### src/rtl/gelato_types_pkg.sv
// Shared types and defaults for the gelato memory-side blocks.
package gelato_types;

  localparam int unsigned LINE_WORDS_DEFAULT = 8;
  localparam int unsigned WORD_W             = 32;

  typedef enum logic [1:0] {
    IDLE,
    FETCH,
    RESP
  } fetch_state_e;

endpackage

### src/rtl/gelato_ram_if.sv
// Word-wide RAM port: master presents a byte address, slave returns data with done.
interface gelato_ram_if #(
  parameter int unsigned ADDR_WIDTH = 32
) ();

  logic [ADDR_WIDTH-1:0] addr;
  logic [31:0]           data;
  logic                  done;

  modport master (output addr, input data, input done);
  modport slave  (input addr, output data, output done);

endinterface

### src/rtl/ram_line_fetcher.sv
// Fetches one aligned line from a word RAM, one word per done, and presents it
// on a valid/ready response port. rdy freezes all state when low.
module ram_line_fetcher
  import gelato_types::*;
#(
  parameter int unsigned LINE_WORDS = LINE_WORDS_DEFAULT,
  parameter int unsigned ADDR_WIDTH = 32
) (
  input  logic                       clk,
  input  logic                       rst,
  input  logic                       rdy,
  input  logic                       req_valid,
  input  logic [ADDR_WIDTH-1:0]      req_addr,
  output logic                       req_ready,
  output logic                       resp_valid,
  input  logic                       resp_ready,
  output logic [ADDR_WIDTH-1:0]      resp_addr,
  output logic [LINE_WORDS*32-1:0]   resp_data,
  gelato_ram_if.master               ram
);

  localparam int unsigned IDX_W     = $clog2(LINE_WORDS);
  localparam int unsigned LINE_B    = LINE_WORDS * 4;
  localparam logic [IDX_W-1:0] LAST_IDX = IDX_W'(LINE_WORDS - 1);
  localparam logic [ADDR_WIDTH-1:0] OFF_MASK = ADDR_WIDTH'(LINE_B - 1);

  fetch_state_e          state_q, state_d;
  logic [IDX_W-1:0]      index_q, index_d;
  logic [ADDR_WIDTH-1:0] base_q, base_d;
  logic                  word_we;
  logic [WORD_W-1:0]     line_q [LINE_WORDS];

  // Next-state, index and base selection; nothing advances while rdy is low.
  always_comb begin
    state_d = state_q;
    index_d = index_q;
    base_d  = base_q;
    word_we = 1'b0;
    if (rdy) begin
      case (state_q)
        IDLE: begin
          if (req_valid) begin
            base_d  = req_addr & ~OFF_MASK;
            index_d = '0;
            state_d = FETCH;
          end
        end
        FETCH: begin
          if (ram.done) begin
            word_we = 1'b1;
            index_d = index_q + IDX_W'(1);
            if (index_q == LAST_IDX) begin
              state_d = RESP;
            end
          end
        end
        RESP: begin
          if (resp_ready) begin
            state_d = IDLE;
          end
        end
        default: state_d = IDLE;
      endcase
    end
  end

  // Control state register.
  always_ff @(posedge clk) begin
    if (rst) begin
      state_q <= IDLE;
      index_q <= '0;
      base_q  <= '0;
    end else begin
      state_q <= state_d;
      index_q <= index_d;
      base_q  <= base_d;
    end
  end

  // Line buffer: one word captured per completed RAM access.
  always_ff @(posedge clk) begin
    if (rst) begin
      for (int i = 0; i < int'(LINE_WORDS); i++) begin
        line_q[i] <= '0;
      end
    end else if (word_we) begin
      line_q[index_q] <= ram.data;
    end
  end

  // Outputs derived from registered state; address wraps modulo 2^ADDR_WIDTH.
  always_comb begin
    req_ready  = rdy && (state_q == IDLE);
    resp_valid = (state_q == RESP);
    resp_addr  = base_q;
    ram.addr   = (state_q == FETCH) ? base_q + ADDR_WIDTH'({index_q, 2'b00}) : '0;
    for (int i = 0; i < int'(LINE_WORDS); i++) begin
      resp_data[32*i +: 32] = line_q[i];
    end
  end

endmodule

### src/flat_wrapper.sv
// flat-port wrapper written by rule: the top's interface ports become plain ports
module ram_line_fetcher_flat import gelato_types::*;
#(
  parameter int unsigned LINE_WORDS = LINE_WORDS_DEFAULT,
  parameter int unsigned ADDR_WIDTH = 32
)
  (clk, rst, rdy, req_valid, req_addr, req_ready, resp_valid, resp_ready, resp_addr, resp_data, ram_addr, ram_data, ram_done);
  gelato_ram_if #(.ADDR_WIDTH(ADDR_WIDTH)) ram_i ();
  input  logic clk;
  input  logic rst;
  input  logic rdy;
  input  logic req_valid;
  input  logic [ADDR_WIDTH-1:0] req_addr;
  output logic req_ready;
  output logic resp_valid;
  input  logic resp_ready;
  output logic [ADDR_WIDTH-1:0] resp_addr;
  output logic [LINE_WORDS*32-1:0] resp_data;
  output wire logic [$bits(ram_i.addr)-1:0] ram_addr;
  input wire logic [$bits(ram_i.data)-1:0] ram_data;
  input wire logic [$bits(ram_i.done)-1:0] ram_done;
  assign ram_addr = ram_i.addr;
  assign ram_i.data = ram_data;
  assign ram_i.done = ram_done;
  ram_line_fetcher #(.LINE_WORDS(LINE_WORDS), .ADDR_WIDTH(ADDR_WIDTH)) u_core (.clk(clk), .rst(rst), .rdy(rdy), .req_valid(req_valid), .req_addr(req_addr), .req_ready(req_ready), .resp_valid(resp_valid), .resp_ready(resp_ready), .resp_addr(resp_addr), .resp_data(resp_data), .ram(ram_i));
endmodule
### config.mk
export PLATFORM = sky130hd
export DESIGN_NAME = ram_line_fetcher_flat
export DESIGN_NICKNAME = d
export VERILOG_FILES = /design/src/rtl/gelato_types_pkg.sv /design/src/rtl/gelato_ram_if.sv /design/src/rtl/ram_line_fetcher.sv /design/src/flat_wrapper.sv
export SDC_FILE = /design/constraint.sdc
export NUM_CORES = 1
export LEC_CHECK = 0
export CAP_MARGIN = 20
export CORE_UTILIZATION = 48
export DETAILED_ROUTE_END_ITERATION = 8
export GPL_TIMING_DRIVEN = 1
export PLACE_DENSITY_LB_ADDON = 0.2
export SYNTH_ARGS = -nofsm -noshare
export SYNTH_HDL_FRONTEND = slang
export SYNTH_SLANG_ARGS = --single-unit
### constraint.sdc
create_clock -name clk -period 8.5 [get_ports clk]
set_input_delay 1.7 -clock clk [delete_from_list [all_inputs] [get_ports clk]]
set_output_delay 1.7 -clock clk [all_outputs]
set_load 0.005 [all_outputs]
==> results_dict.tcl <==
set metrics [dict create \
    dp_cells 1435 \
    tightestPinTransition_ns 1.090 \
    multi_input_comb_area_um2 2161 \
    combPwrFrac_pct 7.7 \
    cts_resized 0 \
    endpoint_kind "output pin" \
    diodes 0 \
    place_hpwl_um 20840 \
    setup_viol 0 \
    rows 54 \
    cts_made_buffers 28 \
    dieWidth_um 151.4 \
    start_util_pct 49.08 \
    cts.path.max_buffers 3 \
    clk_pin_slew_ns 0.06 \
    post-route-period-util_pct 57.67 \
    wl_met2_um 14990 \
    seq_area_um2 8328 \
    ff2ff_setup_slack_ns 5.13 \
    final_common_cell "clkdlybuf4s50_1" \
    final_nets 1260 \
    cts_tree "yes" \
    final_util_pct 71.71 \
    grt_usage_pct 26.03 \
    hold_violations 0 \
    pwr-share-seq_pct 52.6 \
    clkSinkCount 288 \
    reg2reg_from "u_core.state_q[0]$_SDFFE_PP0P_" \
    clock_latency_ns 0.52 \
    arrival_ns 3.20 \
    root_buffer "clkbuf_16" \
    dieArea_um2 22910 \
    viasPerCell 5.201 \
    final_cells 1490 \
    synthToLayoutAreaGrowth_pct 46.12 \
    ys_ff_latch 288 \
    sw_frac_of_total_pct 20.74 \
    status "finished clean" \
    p_sw_mw 0.6338 \
    ys_warn_count 0 \
    synth.area.top_cells "edfxtp_1 72%, nor2_1 9.0%, dfxtp_1 6.0%" \
    antenna_found_initial 0 \
    synth_cell_types 27 \
    synthCells 824 \
    ir_drop_mv 0.1300 \
    dr.pass1.iters 5 \
    min_to "u_core.resp_addr[26]$_SDFFE_PP0P_" \
    ant_nets 0 \
    highest_layer "met4" \
    crit_type "input pin to output pin" \
    synth.avg_cell_area_um2 13.00 \
    hold_buffers 0 \
    overflow 0 \
    htree_levels 1 \
    avgRoutedWirePerCell_um 20.67 \
    start_kind "input pin" \
    internal-power_mw 2.422 \
    p_per_area_nw_per_um2 195.3 \
    post-cts-setup-buffers 0 \
    holdCritStartpoint "u_core.resp_addr[26]$_SDFFE_PP0P_" \
    die_h_um 151.4 \
    p_leak_nw 5.376 \
    layout-drive-gt1-share_pct 5.289 \
    min_path_type "flip-flop to flip-flop" \
    drc 0 \
    period_minus_slack_ns 4.902 \
    fmax_ghz 0.2040 \
    grt_max_degree 67 \
    rr_endpoint "u_core.line_q[3][17]$_SDFFCE_PN0P_" \
    place.gp.congestion 0.8548 \
    fill_cells 1525 \
    grt_pass1_wl_um 43390 \
    pwr-share-clk_pct 39.7 \
    whs_path_depth 2 \
    io_buffers 379 \
    seq_area_frac_synth_pct 77.76 \
    drv_cap 0 \
    final.setup.tns_ns 0 \
    io_pins 392 \
    drt_iter0_drc 524 \
    rsz0062_at_grt "no" \
    drv_slew 0 \
    max_slew_margin_pct 27.15 \
    reg2reg_depth 4 \
    synth_top_cell_by_area "edfxtp_1" \
    syn_area_um2 10710 \
    crit_required_ns 6.80 \
    layout_common_cells "379 x clkdlybuf4s50_1, 257 x nor2_1, 256 x edfxtp_1" \
    met1_length_um 11730 \
    crit_path_max_fanout 10 \
    vias 7750 \
    dr_wl_met3_um 3020 \
    core-area_um2 21820 \
    synth_top_area_share_pct 71.78 \
    fin_skew_ns 0.006491 \
    grt_pass1_vias 7223 \
    routed_wl_um 30800 \
]
-- registers in the layout, summed over array words and instances (netlist names) --
signal	cells
u_core.state_q	2
u_core.index_q	3
u_core.resp_addr	27
u_core.line_q	256
-- Yosys cell counts --
| master | number |
|---|---|
| nor2_1 | 258 |
| edfxtp_1 | 256 |
| nand2_1 | 119 |
| a21oi_1 | 32 |
| dfxtp_1 | 32 |
| and2_1 | 30 |
| clkbuf_1 | 23 |
| buf_2 | 19 |
| buf_6 | 10 |
| buf_4 | 8 |
| o21bai_1 | 8 |
| nand4_1 | 5 |
| nor2b_1 | 4 |
| o21ai_0 | 4 |
| ha_1 | 2 |
| or3_1 | 2 |
| or3b_1 | 2 |
| a211oi_1 | 1 |
| a31o_2 | 1 |
| buf_1 | 1 |
| conb_1 | 1 |
| inv_1 | 1 |
| mux2i_1 | 1 |
| nand2b_1 | 1 |
| nand4b_1 | 1 |
| nand4bb_1 | 1 |
| nor4bb_1 | 1 |
-- how the worst max path moves through the flow --
stage / end / start / cells past startpoint / slack, ns
finish: req_ready / rdy / 4 / 3.60
global route: req_ready / rdy / 4 / 3.49
CTS: req_ready / rdy / 4 / 3.58
detailed placement: u_core.line_q[3][26]$_SDFFCE_PN0P_ / rdy / 5 / 3.38
global placement: u_core.line_q[3][22]$_SDFFCE_PN0P_ / rdy / 5 / 3.40
floorplan: u_core.line_q[6][0]$_SDFFCE_PN0P_ / ram_done / 5 / 4.03
-- layer usage --
metal | up-vias | global-route usage (%)
met1 | 3730 | 35.03
met4 | 0 | 9.000
met2 | 459 | 42.67
li1 | 3501 | -
met5 | - | 0
met3 | 60 | 4.578
-- power groups by stage --
stage	Clock (mW)	Sequential [mW]	Combinational [mW]
floorplan	0	1.64	0.0591
global placement	0	1.64	0.231
detailed placement	0	1.64	0.233
CTS	1.23	1.61	0.234
global route	1.29	1.61	0.250
finish	1.21	1.61	0.234
-- critical path, stage by stage --
cell and delay [ns]:
clkdlybuf4s50_1 0.66, nand2b_1 0.17, nor2_1 0.14, clkdlybuf4s50_1 0.54
-- final cells by class --
cell class	count	share of cell area [%]
flip-flops and latches	288	53.21
repair buffers	389	24.95
multi-input cells	480	13.81
clock buffers	41	5.061
well taps	280	2.239
clock inverters	11	0.7036
inverters	1	0.02398
-- kinds of logic (layout without fill, tap and decap cells) --
| kind of cell | count (synthesis) | after routing | share of synthesized area, % |
|---|---|---|---|
| simple gates | 424 | 424 | 16.11 |
| flops | 288 | 288 | 77.76 |
| buf+inv | 62 | 442 | 3.376 |
| compound gates | 46 | 46 | 2.395 |
| fa+ha+maj | 2 | 2 | 0.2336 |
| other cells | 1 | 7 | 0.03501 |
| mux | 1 | 1 | 0.09346 |
-- through the flow --
stage	power [mW]	setup WS (ns)	area, µm²	hold slack (ns)
floorplan	1.700	4.025	10730	0.4611
global placement	1.868	3.401	14680	0.4577
detailed placement	1.871	3.378	14700	0.4621
CTS	3.072	3.578	15600	0.4749
global route	3.148	3.486	15650	0.4891
finish	3.056	3.598	15650	0.4746
No activity file was read; power rests on OpenSTA's default activity.
